<file path="src/rtl/uart_word_packer_pkg.sv">
// Shared constants for the UART word path: assembly FSM encoding, word geometry
// and the default inter-byte timeout.
package uart_word_packer_pkg;

    typedef enum logic {
        IDLE    = 1'b0,
        COLLECT = 1'b1
    } asm_state_t;

    localparam int BYTES_PER_WORD         = 4;
    localparam int TIMEOUT_CYCLES_DEFAULT = 50000;

    function automatic logic is_last_byte(input logic [1:0] cnt);
        return cnt == 2'(BYTES_PER_WORD - 1);
    endfunction

endpackage

</file>
<file path="src/rtl/uart_word_packer_if.sv">
// Byte-in / word-out handshake bundle of the UART word packer.
interface uart_word_packer_if;
    logic [7:0]  rx_data;
    logic        rx_valid;
    logic [31:0] word_out;
    logic        word_valid;
    logic        word_ready;

    modport master (
        output rx_data, rx_valid, word_ready,
        input  word_out, word_valid
    );

    modport slave (
        input  rx_data, rx_valid, word_ready,
        output word_out, word_valid
    );
endinterface

</file>
<file path="src/rtl/uart_byte_timeout.sv">
// Inter-byte idle counter: counts enabled cycles since the last clear and
// pulses expire on the cycle it would pass TIMEOUT_CYCLES-1.
module uart_byte_timeout #(
    parameter int TIMEOUT_CYCLES = 50000,
    parameter int TMO_W          = 16
) (
    input  logic clk,
    input  logic reset,
    input  logic clear,
    input  logic enable,
    output logic expire
);

    localparam logic [TMO_W-1:0] LIMIT = TMO_W'(TIMEOUT_CYCLES - 1);

    logic [TMO_W-1:0] count;

    // A clear in the expiry cycle wins, so a byte arriving just in time is kept.
    assign expire = enable && !clear && (count == LIMIT);

    always_ff @(posedge clk or negedge reset) begin
        if (!reset) begin
            count <= '0;
        end else if (clear || expire) begin
            count <= '0;
        end else if (enable) begin
            count <= count + 1'b1;
        end
    end

endmodule

</file>
<file path="src/rtl/uart_word_packer.sv">
// Packs four UART bytes, LSB first, into a 32-bit word behind a one-word
// valid/ready output register, with inter-byte timeout and sticky error flags.
module uart_word_packer
    import uart_word_packer_pkg::*;
#(
    parameter int TIMEOUT_CYCLES = TIMEOUT_CYCLES_DEFAULT,
    parameter int TMO_W          = 16
) (
    input  logic              clk,
    input  logic              reset,
    uart_word_packer_if.slave bus,
    output logic [1:0]        byte_cnt,
    output logic              overrun,
    output logic              timeout_err,
    input  logic              clr_err
);

    asm_state_t  state, state_next;
    logic [23:0] assembly;
    logic [31:0] word_q;
    logic        word_valid_q;
    logic        store_byte, complete, timer_clear, timer_enable, expire, load_ok;

    uart_byte_timeout #(
        .TIMEOUT_CYCLES(TIMEOUT_CYCLES),
        .TMO_W         (TMO_W)
    ) u_timeout (
        .clk   (clk),
        .reset (reset),
        .clear (timer_clear),
        .enable(timer_enable),
        .expire(expire)
    );

    always_ff @(posedge clk or negedge reset) begin
        if (!reset) begin
            state <= IDLE;
        end else begin
            state <= state_next;
        end
    end

    always_comb begin
        state_next = state;
        case (state)
            IDLE: begin
                if (bus.rx_valid) begin
                    state_next = COLLECT;
                end
            end
            COLLECT: begin
                if (bus.rx_valid && is_last_byte(byte_cnt)) begin
                    state_next = IDLE;
                end else if (expire) begin
                    state_next = IDLE;
                end
            end
            default: state_next = IDLE;
        endcase
    end

    // The timer is held cleared in IDLE so there is never a timeout between words.
    always_comb begin
        store_byte   = 1'b0;
        complete     = 1'b0;
        timer_clear  = 1'b1;
        timer_enable = 1'b0;
        case (state)
            IDLE: begin
                store_byte = bus.rx_valid;
            end
            COLLECT: begin
                timer_enable = 1'b1;
                timer_clear  = bus.rx_valid;
                store_byte   = bus.rx_valid && !is_last_byte(byte_cnt);
                complete     = bus.rx_valid && is_last_byte(byte_cnt);
            end
            default: ;
        endcase
    end

    always_ff @(posedge clk or negedge reset) begin
        if (!reset) begin
            assembly <= '0;
            byte_cnt <= '0;
        end else if (expire) begin
            assembly <= '0;
            byte_cnt <= '0;
        end else if (complete) begin
            byte_cnt <= '0;
        end else if (store_byte) begin
            case (byte_cnt)
                2'd0:    assembly[7:0]   <= bus.rx_data;
                2'd1:    assembly[15:8]  <= bus.rx_data;
                2'd2:    assembly[23:16] <= bus.rx_data;
                default: ;
            endcase
            byte_cnt <= byte_cnt + 2'd1;
        end
    end

    // A held word may be consumed and replaced on the same edge.
    assign load_ok = !word_valid_q || bus.word_ready;

    always_ff @(posedge clk or negedge reset) begin
        if (!reset) begin
            word_q       <= '0;
            word_valid_q <= 1'b0;
        end else if (complete && load_ok) begin
            word_q       <= {bus.rx_data, assembly};
            word_valid_q <= 1'b1;
        end else if (word_valid_q && bus.word_ready) begin
            word_valid_q <= 1'b0;
        end
    end

    always_ff @(posedge clk or negedge reset) begin
        if (!reset) begin
            overrun     <= 1'b0;
            timeout_err <= 1'b0;
        end else begin
            if (complete && !load_ok) begin
                overrun <= 1'b1;
            end else if (clr_err) begin
                overrun <= 1'b0;
            end
            if (expire) begin
                timeout_err <= 1'b1;
            end else if (clr_err) begin
                timeout_err <= 1'b0;
            end
        end
    end

    assign bus.word_out   = word_q;
    assign bus.word_valid = word_valid_q;

endmodule

</file>
<file path="src/flat_wrapper.sv">
// flat-port wrapper written by rule: the top's interface ports become plain ports
module uart_word_packer_flat import uart_word_packer_pkg::*;
#(
    parameter int TIMEOUT_CYCLES = TIMEOUT_CYCLES_DEFAULT,
    parameter int TMO_W          = 16
)
  (clk, reset, byte_cnt, overrun, timeout_err, clr_err, bus_rx_data, bus_rx_valid, bus_word_ready, bus_word_out, bus_word_valid);
  uart_word_packer_if bus_i ();
  input  logic clk;
  input  logic reset;
  output logic [1:0] byte_cnt;
  output logic overrun;
  output logic timeout_err;
  input  logic clr_err;
  input wire logic [$bits(bus_i.rx_data)-1:0] bus_rx_data;
  input wire logic [$bits(bus_i.rx_valid)-1:0] bus_rx_valid;
  input wire logic [$bits(bus_i.word_ready)-1:0] bus_word_ready;
  output wire logic [$bits(bus_i.word_out)-1:0] bus_word_out;
  output wire logic [$bits(bus_i.word_valid)-1:0] bus_word_valid;
  assign bus_i.rx_data = bus_rx_data;
  assign bus_i.rx_valid = bus_rx_valid;
  assign bus_i.word_ready = bus_word_ready;
  assign bus_word_out = bus_i.word_out;
  assign bus_word_valid = bus_i.word_valid;
  uart_word_packer #(.TIMEOUT_CYCLES(TIMEOUT_CYCLES), .TMO_W(TMO_W)) u_core (.clk(clk), .reset(reset), .bus(bus_i), .byte_cnt(byte_cnt), .overrun(overrun), .timeout_err(timeout_err), .clr_err(clr_err));
endmodule
</file>
<file path="config.mk">
export PLATFORM = sky130hd
export DESIGN_NAME = uart_word_packer_flat
export DESIGN_NICKNAME = d
export VERILOG_FILES = /design/src/rtl/uart_word_packer_pkg.sv /design/src/rtl/uart_word_packer_if.sv /design/src/rtl/uart_byte_timeout.sv /design/src/rtl/uart_word_packer.sv /design/src/flat_wrapper.sv
export SDC_FILE = /design/constraint.sdc
export NUM_CORES = 1
export LEC_CHECK = 0
export CAP_MARGIN = 30
export CORE_ASPECT_RATIO = 0.6
export CORE_MARGIN = 2
export CORE_UTILIZATION = 53
export DETAILED_ROUTE_END_ITERATION = 8
export GPL_ROUTABILITY_DRIVEN = 0
export PLACE_DENSITY = 0.79
export SKIP_CTS_REPAIR_TIMING = 1
export SYNTH_ARGS = -nofsm -noshare
export SYNTH_HDL_FRONTEND = slang
export SYNTH_SLANG_ARGS = --single-unit
</file>
<file path="constraint.sdc">
create_clock -name clk -period 2.2 [get_ports clk]
set_clock_uncertainty 0.1 [all_clocks]
set_input_delay 0.55 -clock clk [delete_from_list [all_inputs] [get_ports clk]]
set_output_delay 0.55 -clock clk [all_outputs]
set_load 0.01 [all_outputs]
</file>
==> results.md, run 1 <==
- CTS tree: built
- DRC errors left: 0
- RSZ-0062 raised after global routing: no
- Setup ws final: 0.1757 ns
- Antenna diode count: 0
- Syn avg cell area: around 12 µm²
- Status: completed
- CP max FO: 5
- Total Routing Usage GR: 0.2215
- Critical path arrival: between 1 and 1.5 ns
- Initial core utilization: 0.5446
- Vias: 2395
- Yosys reg bits: 78
- Die H: around 65 µm
- Drt first pass iters: 4
- Cell Rows: 22
- Post-Syn Area: about 3300 µm²
- CP delay by family, top: buffers and inverters
- GRT Residual Overflow: 0
- CTS Root Cell: clkbuf_8
- Detail Placement HPWL: 4866 µm
- Vias in the first global route: 2209
- Final cycle utilization of the critical path: 0.9201
- Routed WL: about 7000 µm
- Buffers & Inverters on Critical Path: 1
- Post-synth net total: a little over 300
- Max cap viols: 0
- Global-route wire length before repair: about 11000 µm
- Die Area: slightly below 7000 µm²
- TritonCTS Buffers: 9
- Port bufs: between 40 and 50
- Final setup viols: 0
- Syn. warnings: 0
- Unique masters post-synth: 33
- Top_reg_cell synth: dfrtp_1
- Layout cells sized above 1: 0.1944
- CTS max path bufs: 2
- HP Class: input pin to async pin
- Worst setup path class: flip-flop to output pin
- Worst slew pin tran: approximately 0.46 ns
- Fin nets: roughly 370
- Dpl ws: -0.06823 ns
- Endpoints failing hold: 0
- Startpoint Class: flip-flop
- Clk pin slew, worst setup/hold paths: 0.08 ns
- Post-synthesis sequential area ratio: 0.5891
- CP Cell Sequence: clkdlybuf4s50_1
- Fin crit period: just over 2 ns
- Fmax achieved: 494.0 MHz
- 1st-iter DRT viols: roughly 240
- Slew Limit Headroom: 0.6925
- Final ANT Viol Nets: 0
- Synth Instances: about 290
- Hold WS: around 0.037 ns
- CORE AREA: just over 6000 µm²
- Fin. max-slew vios: 0
- Number of antenna violations at the first check in global routing: 0
- Area delta synth->final: 27.23%
- Maximum vdd ir drop: ~650 µV
- Pwr Total: 5.309 mW
- Fin util: 0.6929
- H-tree depth: 3
- EDFF count, synth: 0
- CP endpoint kind: output pin
- Placed Instances: ~420
- Async S/R FF share, synth: 1.000
- Max stage delay on crit path: roughly 0.57 ns
- Chip width: roughly 110 µm
- Clk sinks: between 70 and 80
- PD cells: around 1300 nW/µm²
- WP data required: 1.55 ns
- Crit-path slowest cell: clkdlybuf4s50_1
- Final instance count without filler cells: 439
- Worst-Skew Late Latency: 0.36 ns
- Routed wire length per instance: approximately 16 µm
- IO Pins: 50
- Largest net degree at the start of global routing: 44
- Static Leak: ~1.8 nW
- Post-DR vias/cell: around 5.5
## synth_stat cells (2+ instances only)
master,number,area share
clkbuf_1,6,0.0068
buf_6,2,0.0068
dfrtp_1,78,0.59
mux2_2,31,0.11
nor3_1,4,0.0060
nor4_1,3,0.0057
buf_2,4,0.0060
nand3_1,30,0.045
nand4_1,2,0.0038
o31ai_1,3,0.0068
nand2_1,35,0.040
xnor2_1,11,0.029
inv_1,9,0.010
ha_1,5,0.019
xor2_1,2,0.0053
nand2b_1,3,0.0057
nor2_1,19,0.022
a21oi_1,26,0.039
## state kept, by name, summed over array words and instances (netlist names)
| signal | cells |
|---|---|
| u_core.u_timeout.count | 16 |
| u_core.timeout_err | 1 |
| u_core.overrun | 1 |
| u_core.byte_cnt | 2 |
| u_core.bus.word_valid | 1 |
| u_core.state | 1 |
| u_core.bus.word_out | 32 |
| u_core.assembly | 24 |
## worst paths after layout
path,start,end,slack [ns],depth (start not counted)
worst max-delay path,u_core.byte_cnt[0],byte_cnt[0],0.18,1
worst min-delay path,reset,u_core.assembly[22],0.04,1
worst max register to register,u_core.u_timeout.count[0],u_core.state,0.30,6
worst min register to register,u_core.u_timeout.count[0],u_core.u_timeout.count[0],0.39,1
max in group asynchronous,reset,u_core.u_timeout.count[11],1.38,2
min in group clk,u_core.u_timeout.count[0],u_core.u_timeout.count[0],0.39,1
## routing by layer
| layer | vias up | part of all wire | GRT usage |
|---|---|---|---|
| met1 | 1177 | 0.47 | 0.3243 |
| met3 | 15 | 0.076 | 0.06845 |
| met2 | 89 | 0.44 | 0.3145 |
| met4 | 0 | 0.018 | 0.07566 |
| met5 | - | 0 | 0 |
| li1 | 1114 | - | - |
## cell usage in the layout (no fill, tap or decap), drive strengths merged, types with 5 or more instances in the layout
cell type,netlist,layout
dfrtp,78,78
a21oi,26,26
ha,5,5
nand2,35,35
clkbuf,6,9
nand3,31,31
buf,6,15
mux2,32,32
clkdlybuf4s50,0,48
inv,9,11
nor2,19,19
xnor2,11,11
## stage by stage
step	instance area (µm²)	setup TNS (ns)
4_1_cts	4215	0
6_report	4215	0
2_1_floorplan	3313	0
3_3_place_gp	3971	-0.4076
5_1_grt	4215	0
3_5_place_dp	3971	-1.698
## cells by family (layout without fill, tap and decap cells)
kind of cell / count (synthesis) / after routing / share of synthesized area
flip-flops: 78 / 78 / 0.5891
XOR/XNOR: 13 / 13 / 0.03437
adder cells (fa/ha/maj): 5 / 5 / 0.01888
AO/OA/AOI/OAI: 33 / 33 / 0.06080
buffers and inverters: 21 / 88 / 0.02983
multiplexers: 32 / 32 / 0.1088
AND/OR/NAND/NOR: 106 / 106 / 0.1582
## power breakdown
group	internal [mW]	total, mW	leakage, nW	switching [mW]
logic	0.992	1.76	0.721	0.765
registers	1.95	2.25	1.00	0.301
clock network	0.759	1.30	0.120	0.544
total	3.70	5.31	1.84	1.61
## layout make-up
cell class | count | area [µm²]
Clock buffer | 9 | 123.9
Clock inverter | 7 | 120.1
Fill cell | 428 | 1868
Inverter | 9 | 33.78
Multi-Input combinational cell | 189 | 1262
Sequential cell | 78 | 1952
Tap cell | 84 | 105.1
Timing Repair Buffer | 63 | 618.1
(Power assumes the default switching activity.)
==> run 2, diff against run 1 <==
--- a/config.mk
+++ b/config.mk
@@ -8,11 +8,13 @@
 export CAP_MARGIN = 30
 export CORE_ASPECT_RATIO = 0.6
 export CORE_MARGIN = 2
-export CORE_UTILIZATION = 53
+export CORE_UTILIZATION = 54
 export DETAILED_ROUTE_END_ITERATION = 8
 export GPL_ROUTABILITY_DRIVEN = 0
-export PLACE_DENSITY = 0.79
+export MAX_ROUTING_LAYER = met4
+export PLACE_DENSITY = 0.8
 export SKIP_CTS_REPAIR_TIMING = 1
 export SYNTH_ARGS = -nofsm -noshare
 export SYNTH_HDL_FRONTEND = slang
+export SYNTH_HIERARCHICAL = 1
 export SYNTH_SLANG_ARGS = --single-unit
==> results.md, run 2 <==
- Initial core utilization: 0.5494
- Vias: 2303
- Endpoints failing hold: 0
- Final setup viols: 0
- CP endpoint kind: flip-flop
- Compound-Gate Fraction of Synth Area: 0.01354
- Syn avg cell area: roughly 13 µm²
- Simple-Gate Fraction of Synth Area: 0.1430
- Most common cell in the synthesized netlist: dfrtp_1
- Unique masters post-synth: 32
- Fin util: 0.7029
- Fin. max-slew vios: 0
- Xor-xnor portion of the synthesized cell area: 0.03888
- CORE AREA: between 6000 and 7000 µm²
- Clk pin slew, worst setup/hold paths: 0.08 ns
- TritonCTS Buffers: 9
- H-tree depth: 3
- Post-synth net total: roughly 290
- Worst setup path class: flip-flop to flip-flop
- Worst R2R Setup Slack: approximately 0.0065 ns
- Critical path arrival: ~2.3 ns
- CP max FO: 5
- Syn. warnings: 6
- Status: completed
- Largest register FFs: 32
- Number of antenna violations at the first check in global routing: 0
- Filler cell count: 453
- Commonest cells after routing, fill and taps aside: 78 x dfrtp_1, 47 x clkdlybuf4s50_1, 31 x mux2_4
- Synth Instances: 271
- Maximum vdd ir drop: between 800 and 900 µV
- R2R cell count: 7
- Yosys reg bits: 78
- Top_reg_cell synth: dfrtp_1
- Vias in the first global route: 2252
- Post-Syn Area: between 3000 and 4000 µm²
- 1st-iter DRT viols: 150
- Port bufs: between 40 and 50
- Worst reg2reg startpoint: u_core/state
- Fin crit period: roughly 2.2 ns
- Largest family of logic cells by synthesized area: multiplexers
- Adder-cell share of the synthesized area: 0.01736
- Most common cell after layout, fill and taps aside: dfrtp_1
- Slew Limit Headroom: 0.6888
- GRT Residual Overflow: 0
- Power Internal: ~4 mW
- Die H: 67.29 µm
- Startpoint Class: flip-flop
- DRC errors left: 0
- HP Class: input pin to async pin
- Comb pwr share: 0.407
- Clk network pwr share: 0.177
- Final ANT Viol Nets: 0
- Antenna diode count: 0
- Largest net degree at the start of global routing: 44
- Die Area: 7366 µm²
- Synth area leader: dfrtp_1
- Async S/R FF share, synth: 1.000
- Worst reg2reg endpoint: u_core/assembly[5]
- Static Leak: approximately 2.1 nW
- Area contributors post-synth: dfrtp_1 54%, mux2_4 12%, mux2i_1 7.2%, nand2b_1 5.6%, xnor2_1 3.2%
- Layout cells sized above 1: 0.2456
- Post-DR vias/cell: 5.368
- Routed WL: ~7600 µm
- Worst-Skew Late Latency: 0.33 ns
- RSZ-0062 raised after global routing: yes
- Cell Rows: 23
- IO Pins: 50
- P_sw: 1.861 mW
- Post-synthesis sequential area ratio: 0.5415
- EDFF count, synth: 0
- Total Routing Usage GR: 0.2215
- PD cells: roughly 1300 nW/µm²
- Max cap viols: 0
- Aggregate negative setup slack: 0 ns
- Top-area cell type share of the netlist area: 0.5415
- Clk sinks: ~80
- Switch share: 0.3165
- Setup crit start: u_core/state
- Chip width: roughly 110 µm
- CTS tree: built
- CTS max path bufs: 2
- Sequential share of power: 0.415
- Multiplexer area fraction after synthesis: 0.2065
- Commonest cells in the synthesized netlist: 78 x dfrtp_1, 32 x nand2b_1, 30 x mux2_4
- Area delta synth->final: 27.94%
- Fin nets: between 300 and 400
- Routed wire length per instance: 17.80 µm
- Worst slew pin tran: between 0.4 and 0.5 ns
- FF+latch area: between 1500 and 2000 µm²
- Multi-input gate area: approximately 1600 µm²
- WP data required: 2.30 ns
- Fmax achieved: 455.9 MHz
- Global-route wire length before repair: roughly 12000 µm
- CTS Root Cell: clkbuf_8
- Detail Placement HPWL: 4831 µm
- Final cycle utilization of the critical path: 0.9970
- Drt first pass iters: 4
run 2: cell types whose count changed after synthesis, moves of 24 or more:
cell      before  now
a21oi_1       26    1
mux2_2        31    3
mux2_4         0   30
mux2i_1        0   26
nand2_1       35    8
nand2b_1       3   32
nand3_1       30    6
run 2: cell families after synthesis:
| kind of cell | Yosys count |
|---|---|
| AOI/OAI and AO/OA | 4 |
| buffers and inverters | 18 |
| adders and majority gates | 5 |
| xor gates and xnor gates | 16 |
| and+or+nand+nor | 91 |
| muxes | 59 |
| DFF | 78 |
run 2: routing by layer:
layer,up-vias,track usage,share of wire
li1,1059,-,-
met1,1179,0.3182,0.49
met2,59,0.3164,0.46
met3,6,0.05212,0.045
met4,0,0.06171,0.010
met5,-,-,0
run 2: stage by stage:
| stage | cell area (µm²) | power, mW | hold WS [ns] | cells | setup slack (ns) |
|---|---|---|---|---|---|
| after CTS | 4429 | 5.841 | 0.06841 | 423 | -0.1596 |
| after detailed placement | 4238 | 4.761 | 0.3831 | 407 | -0.5255 |
| final | 4612 | 5.880 | 0.06304 | 429 | 0.006518 |
| after global placement | 4238 | 4.677 | 0.3657 | 407 | -0.4634 |
| after global routing | 4612 | 6.232 | 0.08357 | 429 | -0.1139 |
| after floorplan | 3631 | 3.779 | 0.1544 | 271 | -0.2401 |
run 2: how the worst max path moves through the flow:
stage / cells past startpoint / slack, ns / endpoint
6_report: 7 / 0.007 / u_core/assembly[5]
5_1_grt: 7 / -0.11 / u_core/assembly[5]
4_1_cts: 7 / -0.16 / u_core/assembly[4]
3_5_place_dp: 7 / -0.53 / u_core/assembly[12]
3_3_place_gp: 7 / -0.46 / u_core/assembly[4]
2_1_floorplan: 7 / -0.24 / u_core/state
run 2: final cells by class:
cell class                      instances  area share
Timing Repair Buffer                   67      0.1595
Inverter                                6    0.004883
Multi-Input combinational cell        175      0.3473
Clock inverter                          5     0.01302
Clock buffer                           11     0.02849
Sequential cell                        78      0.4232
Tap cell                               87     0.02360
run 2: worst max-delay path, stage by stage, from the launching register on:
cell	delay, ns
dfrtp_1	0.35
or2b_1	0.24
or4_4	0.50
nor4_4	0.27
buf_6	0.18
buf_12	0.12
nand2b_1	0.17
mux2i_1	0.12
run 2: power groups by stage:
stage / clock network, mW / logic [mW] / registers, mW
4_1_cts: 1.06 / 2.35 / 2.43
6_report: 1.04 / 2.40 / 2.44
3_3_place_gp: 0 / 2.26 / 2.42
2_1_floorplan: 0 / 1.29 / 2.49
5_1_grt: 1.14 / 2.58 / 2.52
3_5_place_dp: 0 / 2.33 / 2.43
